**config.mk**
```make
export PLATFORM = sky130hd
export DESIGN_NAME = rk256_store
export DESIGN_NICKNAME = d
export VERILOG_FILES = /design/src/rtl/rk256_store.sv
export SDC_FILE = /design/constraint.sdc
export NUM_CORES = 2
export LEC_CHECK = 0
export CELL_PAD_IN_SITES_DETAIL_PLACEMENT = 0
export CELL_PAD_IN_SITES_GLOBAL_PLACEMENT = 2
export CORE_MARGIN = 1.5
export CORE_UTILIZATION = 48
export CTS_CLUSTER_DIAMETER = 60
export DETAILED_ROUTE_END_ITERATION = 10
export GPL_TIMING_DRIVEN = 0
export PLACE_DENSITY_LB_ADDON = 0.1
export SLEW_MARGIN = 20
export SYNTH_ARGS = -nofsm -noshare
export SYNTH_HDL_FRONTEND = slang
export SYNTH_SLANG_ARGS = --single-unit
```
**constraint.sdc**
```tcl
create_clock -name mclk -period 19.58 [get_ports mclk]
set_input_delay 5.874 -clock mclk [delete_from_list [all_inputs] [get_ports mclk]]
set_output_delay 5.874 -clock mclk [all_outputs]
set_load 0.1 [all_outputs]
```
**src/rtl/rk256_store.sv**
```systemverilog
// rk256_store: AES-256 round-key store.
// Captures the expanded round keys from key256_exp in index order and serves
// them to the round datapath through a registered request/valid read port.
// Reads may start while expansion is still running. A read of the index that
// is being written in the same cycle is served from the write data.
//
// state     | meaning
// ----------+---------------------------------------------
// S_EMPTY   | no keys loaded (nloaded == 0)
// S_LOADING | some keys loaded (0 < nloaded < NKEYS)
// S_READY   | full schedule loaded (nloaded == NKEYS)
module rk256_store #(
    parameter int NKEYS = 15,
    parameter int AW    = 4
) (
    input  logic          mclk,
    input  logic          srst_n,
    input  logic          clear,
    input  logic [0:127]  rk256,
    input  logic [AW-1:0] rk256_count,
    input  logic          rk256_le,
    input  logic          rd_req,
    input  logic [AW-1:0] rd_round,
    output logic [0:127]  rd_key,
    output logic          rd_valid,
    output logic          keys_ready,
    output logic          load_err
);

    // One extra bit so the load counter can reach NKEYS itself.
    localparam int NW = AW + 1;
    localparam logic [NW-1:0] LAST_IDX = NW'(NKEYS - 1);

    typedef enum logic [1:0] {
        S_EMPTY   = 2'd0,
        S_LOADING = 2'd1,
        S_READY   = 2'd2
    } state_t;

    state_t        state;
    state_t        state_nxt;
    logic [NW-1:0] nloaded;
    logic [0:127]  mem [NKEYS];

    logic wr_acc;
    logic wr_rej;
    logic rd_bypass;
    logic rd_hit;
    logic rd_serve;

    // State register.
    always_ff @(posedge mclk) begin
        if (!srst_n) begin
            state <= S_EMPTY;
        end else begin
            state <= state_nxt;
        end
    end

    // Next state: clear always wins, otherwise advance on an accepted write.
    always_comb begin
        state_nxt = state;
        if (clear) begin
            state_nxt = S_EMPTY;
        end else if (wr_acc) begin
            state_nxt = (nloaded == LAST_IDX) ? S_READY : S_LOADING;
        end
    end

    // Write acceptance/rejection and read-service decisions for this cycle.
    always_comb begin
        wr_acc    = rk256_le && !clear && (state != S_READY)
                    && ({1'b0, rk256_count} == nloaded);
        wr_rej    = rk256_le && !clear && !wr_acc;
        rd_bypass = wr_acc && (rd_round == rk256_count);
        rd_hit    = ({1'b0, rd_round} < nloaded) || rd_bypass;
        // The cycle rd_valid is high is never a service cycle, so a held
        // request is served exactly once.
        rd_serve  = rd_req && !rd_valid && !clear && rd_hit;
    end

    // Load counter, status flags and the registered read port.
    always_ff @(posedge mclk) begin
        if (!srst_n) begin
            nloaded    <= '0;
            keys_ready <= 1'b0;
            load_err   <= 1'b0;
            rd_valid   <= 1'b0;
            rd_key     <= '0;
        end else begin
            keys_ready <= (state_nxt == S_READY);
            rd_valid   <= rd_serve;
            if (clear) begin
                nloaded  <= '0;
                load_err <= 1'b0;
            end else begin
                if (wr_acc) begin
                    nloaded <= nloaded + NW'(1);
                end
                if (wr_rej) begin
                    load_err <= 1'b1;
                end
            end
            if (rd_serve) begin
                rd_key <= rd_bypass ? rk256 : mem[rd_round];
            end
        end
    end

    // Key storage; contents are deliberately left unreset.
    always_ff @(posedge mclk) begin
        if (wr_acc) begin
            mem[nloaded[AW-1:0]] <= rk256;
        end
    end

endmodule

```
======== Yosys cells after proc, flatten, opt, wreduce, memory -nomap -nowiden ========
Memories as Yosys holds them, arrays and structs flattened. A register that Yosys moved wholly into a read port is not among the register bits.
Index checks and enable logic that the tools add are counted.
storage, ports and cells
  register bits after elaboration ......... 10
  RAM bits ................................ 1920
  bits of input ports ..................... 141
  output and inout port bits .............. 131
  logic and storage cells ................. 33
  memories kept ........................... 1
memory list
  name  words  width  read ports  clocked after memory_dff  wr ports  line  RTL
  mem   15     128    1           1                         1         43    logic [0:127] mem [NKEYS];
operators by class
  add/subtract/negate cells ............... 1
  $lt $le $gt $ge ......................... 1
  equality and inequality tests ........... 5
  multiplexer cells ....................... 5
  bitwise logic cells ..................... 1
  reductions and logical operators ........ 14
operator list
  operator                                             count
  logical AND 1 bit                                    8
  2-to-1 mux 2 bit                                     3
  adder 5 x 1 -> 5 bit, second input constant          1
  equality test 4 x 5 -> 1 bit                         1
  equality test 5 x 4 -> 1 bit, second input constant  1
  less-than comparator 4 x 5 -> 1 bit                  1
  equality test 4 bit                                  1
  logical NOT 1 bit                                    4
  equality test 2 bit, second input constant           1
  2-to-1 mux 1 bit                                     2
  != test 2 bit, second input constant                 1
  OR reduction 2 bit                                   1
  logical OR 1 bit                                     1
  NOT 1 bit                                            1

======== Depth between registers and ports, before layout ========
  depth in word-level cells ............... 7
  depth in mapped cells ................... 16

======== Worst setup path after synthesis ========
OpenSTA, ideal clock, no wires.
  kind .................................... input-to-reg
  from .................................... input port rk256_le
  to ...................................... memory mem[0][0] (netlist name) (enable)
  data arrival time ....................... 15460 ps
  data required time ...................... 18808 ps
  slack ................................... 3348 ps
  stages on the path ...................... 5
  cells stage by stage .................... nor2b_1 nand3b_1 nor2_1 nand2_1 nor3_1
on the way
  cells in the longest elaborated chain, start to end .. 5
ends and longest elaborated chain
  item                                    line  RTL
  from (decl)                             21    input logic rk256_le,
  logical AND 1 bit (2 in a row)          72    wr_acc = rk256_le && !clear && (state != S_READY)
  logical AND 1 bit                       73    && ({1'b0, rk256_count} == nloaded);
  2-to-1 mux 1 bit                        112   if (wr_acc) begin
  2-to-1 mux 1 bit (implied by the code)  113   mem[nloaded[AW-1:0]] <= rk256;
  to (decl)                               43
Every way passes these cells.

======== Final worst setup path ========
  from .................................... input port rd_round[0]
  to ...................................... register rd_key[118] (netlist name), read port of mem
on the way
  cells in the longest elaborated chain, start to end .. 4
  elaborated cells between the ends (all ways) .. 5
  those cells by class .................... order compare (1); eq/ne (1); reduce/logical (3)
ends and longest elaborated chain
  item                                                                                         line  RTL
  from (decl)                                                                                  23    input logic [AW-1:0] rd_round,
  parallel branches: the longest is 4 deep, another holds less-than comparator 4 x 5 -> 1 bit  -
  to (decl)                                                                                    24    output logic [0:127] rd_key,
Parallel ways; which one is timed is not known.
A chain may end at the register's enable or synchronous reset.

==> impl_metrics.csv <==
group,metric,value,unit
timing,fin_ws,10050,ps
timing,hold_viol_final,0,
timing,slew_violations,0,
routing,highest_layer,"met5",
place,routabilityCongestion,0.7428,
setup_path,cp_slowest_cell,"o21ai_2",
timing,rsz0062_at_grt,"no",
setup_path,cp-start-kind,"input pin",
clocking,cts_tree,"built",
clocking,clk_pin_slew,60,ps
routing,wl_met3,13850,µm
layout,regArea,60420,µm²
pwr,design_power_total,0.009269,W
global_routing,grt_pass1_wl,308500,µm
layout,multi_input_area,17280,µm²
layout,final.fill_count,12226,
pwr,p_per_area,98.20,nW/µm²
floorplanning,die_x,409.3,µm
floorplanning,fp-row-count,148,
global_routing,grt_overflow,0,
floorplanning,start_util,48.52,%
logic_synthesis,synth_commonest_cells,"edfxtp_1 (1,920), mux4_2 (470), nor2_1 (217), mux2i_1 (167), nand2_1 (151)",
logic_synthesis,synth_edf_count,1920,
floorplanning,die-area,167600,µm²
setup_path,max_stage_delay,820,ps
pwr,p_leak,30.68,nW
clocking,clk_path_buf_depth,3,
logic_synthesis,synth_area,79250,µm²
setup_path,cp.required,20210,ps
logic_synthesis,synthFlopType,"edfxtp_1",
layout,final_nets,4654,
clocking,ctsResizeCount,0,
routing,wl_met1,91270,µm
layout,syn_to_final_growth,19.10,%
floorplanning,ios,272,
setup_path,worstSetupEndpointType,"flop",
logic_synthesis,synth_top_area_share,72.75,%
timing,slew_headroom,21.33,%
timing,finalSetupViolCount,0,
logic_synthesis,avgSynthCellArea,20.63,µm²
routing,drt-initial-drc-count,4362,
logic_synthesis,synthCells,3841,
layout,layout-drive-gt1-share,25.33,%
logic_synthesis,async_flop_share,0,%
routing,vias,40684,
clocking,cts_inserted_buffers,211,
routing,postRouteAntennaNets,0,
setup_path,cp.arrival,10170,ps
place,place_ws,9153,ps
setup_path,critPathMaxFanout,10,
global_routing,grt.total_usage,26.00,%
status,run_status,"completed",
logic_synthesis,yosys-top-cells-area,"edfxtp_1 (73%), mux4_2 (13%), dfxtp_1 (3.5%)",
logic_synthesis,ys_warn_count,0,
timing,worst_slew_pin_slew,1180,ps
setup_path,path_cells,"buf_6 -> buf_6 -> buf_4 -> buf_6 -> buf_4 -> inv_1 -> ha_1 -> nor2b_1 -> o211ai_1 -> a31o_2 -> clkbuf_1 -> o21ai_2 -> clkbuf_1 -> o32ai_1",
logic_synthesis,post-synth-top-area-cell,"edfxtp_1",
routing,route.met2.wl,105800,µm
clocking,htreeDepth,4,
clocking,postCtsHoldBufs,0,
flow_run,maxCapViolations,0,
global_routing,grt_max_degree,62,
clocking,postCtsSetupBuffers,0,
clocking,clock_latency,820,ps
logic_synthesis,yosysMostFrequentCell,"edfxtp_1",
routing,wl_per_cell,31.41,µm
routing,drcViolationCount,0,
setup_path,crit_type,"input pin to flop",
logic_synthesis,synth_nets,3990,
global_routing,grt_pass1_vias,41788,
timing,layout_min_cycle_time,9534,ps
timing,fin_crit_sh,48.69,%
floorplanning,die_y,409.3,µm
logic_synthesis,ys_seq_elements,2058,
routing,routed_wirelength,215900,µm
clocking,cts.sinks,2058,
clocking,cts-root-buf,"clkbuf_16",
place,port_buffers,270,
logic_synthesis,yosysSeqAreaShare,76.23,%
pwr,peakVddDrop,103.8,µV
place,dp_hpwl,143500,µm
logic_synthesis,yosysUniqueCellTypes,49,
timing,fmax,0.1049,GHz
setup_path,cpMostUsedCell,"buf_6",
floorplanning,core,163300,µm²
routing,dr.pass1.iters,7,
global_routing,antenna_found_initial,25,
routing,via_per_inst,5.920,
worst_hold_path,worstHoldPathType,"flop to flop",
timing,skew,27.51,ps
[registers in the layout, summed over array words and instances, names as in the netlist]
| register | flops |
|---|---|
| load_err | 1 |
| state | 2 |
| nloaded | 5 |
| mem | 1920 |
| rd_key | 128 |
| rd_valid | 1 |
| keys_ready | 1 |
[stage by stage]
stage	cells	util, %	setup TNS, ps	hold WS (ps)	instance area (µm²)
after global routing	6863	57.78	0	473.4	94370
after global placement	6286	51.84	-7539580	440.4	84680
after CTS	6861	57.77	0	460.2	94360
final	6872	57.79	0	454.8	94390
after floorplan	3841	-	0	454.6	79250
after detailed placement	6467	53.63	0	447.3	87600
[cell families after synthesis]
logic type	Yosys count	synth area share, %
AO/OA/AOI/OAI	353	3.568
flip-flops	2058	76.23
multiplexers	658	15.76
AND/OR/NAND/NOR	410	2.098
XOR/XNOR	11	0.1216
buffers and inverters	343	2.087
adder cells (fa/ha/maj)	8	0.1263
[power by group]
part | switching, W | total, W | internal, W | leakage, nW
logic | 0.000328 | 0.000516 | 0.000188 | 8.99
clock network | 0.00165 | 0.00393 | 0.00228 | 3.32
registers | 0.00000798 | 0.00482 | 0.00481 | 18.4
total | 0.00198 | 0.00927 | 0.00729 | 30.7
[worst paths after layout]
path                                               from                        to  slack, ps  depth (start not counted)
worst max-delay path                        rd_round[0]  rd_key[118]$_SDFFE_PN0P_      10050                         14
worst min-delay path            rd_key[99]$_SDFFE_PN0P_   rd_key[99]$_SDFFE_PN0P_        450                          2
worst max register to register  nloaded[3]$_SDFFE_PP0P_  rd_key[118]$_SDFFE_PN0P_      15400                         10
worst min register to register  rd_key[99]$_SDFFE_PN0P_   rd_key[99]$_SDFFE_PN0P_        450                          2
[layout make-up]
| class | instances | area share, % |
|---|---|---|
| Antenna cell | 11 | 0.02916 |
| Buffer | 230 | 1.316 |
| Clock buffer | 297 | 6.283 |
| Clock inverter | 97 | 0.8841 |
| Inverter | 113 | 0.4573 |
| Multi-Input combinational cell | 1440 | 18.30 |
| Sequential cell | 2058 | 64.01 |
| Tap cell | 2175 | 2.883 |
| Timing Repair Buffer | 451 | 5.838 |
[worst max-delay path: cells and delay by family]
family / cells / cell delay, ps
AOI/OAI and AO/OA: 4 / 1350
and+or+nand+nor: 1 / 110
buffers and inverters: 8 / 2540
adders and majority gates: 1 / 220
[layer usage]
layer,up-vias,global-route usage [%]
li1,17130,-
met1,21822,36.62
met2,1412,42.51
met3,306,4.454
met4,14,6.360
met5,-,0
[cells in the final DEF (no fill, tap or decap), drive strengths merged, types with 7 or more instances in the layout]
master and instances:
edfxtp 1920, mux4 470, clkbuf 389, buf 319, clkdlybuf4s50 270, nor2 217, mux2i 167, nand2 151
dfxtp 138, o21ai 126, inv 120, o32ai 104, clkinv 71, o22ai 27, a211o 21, o31ai 21
a31oi 21, mux2 21, bufinv 14, diode 11, a21oi 11, ha 8, xnor2 7
Power figures use the tool's default switching activity.
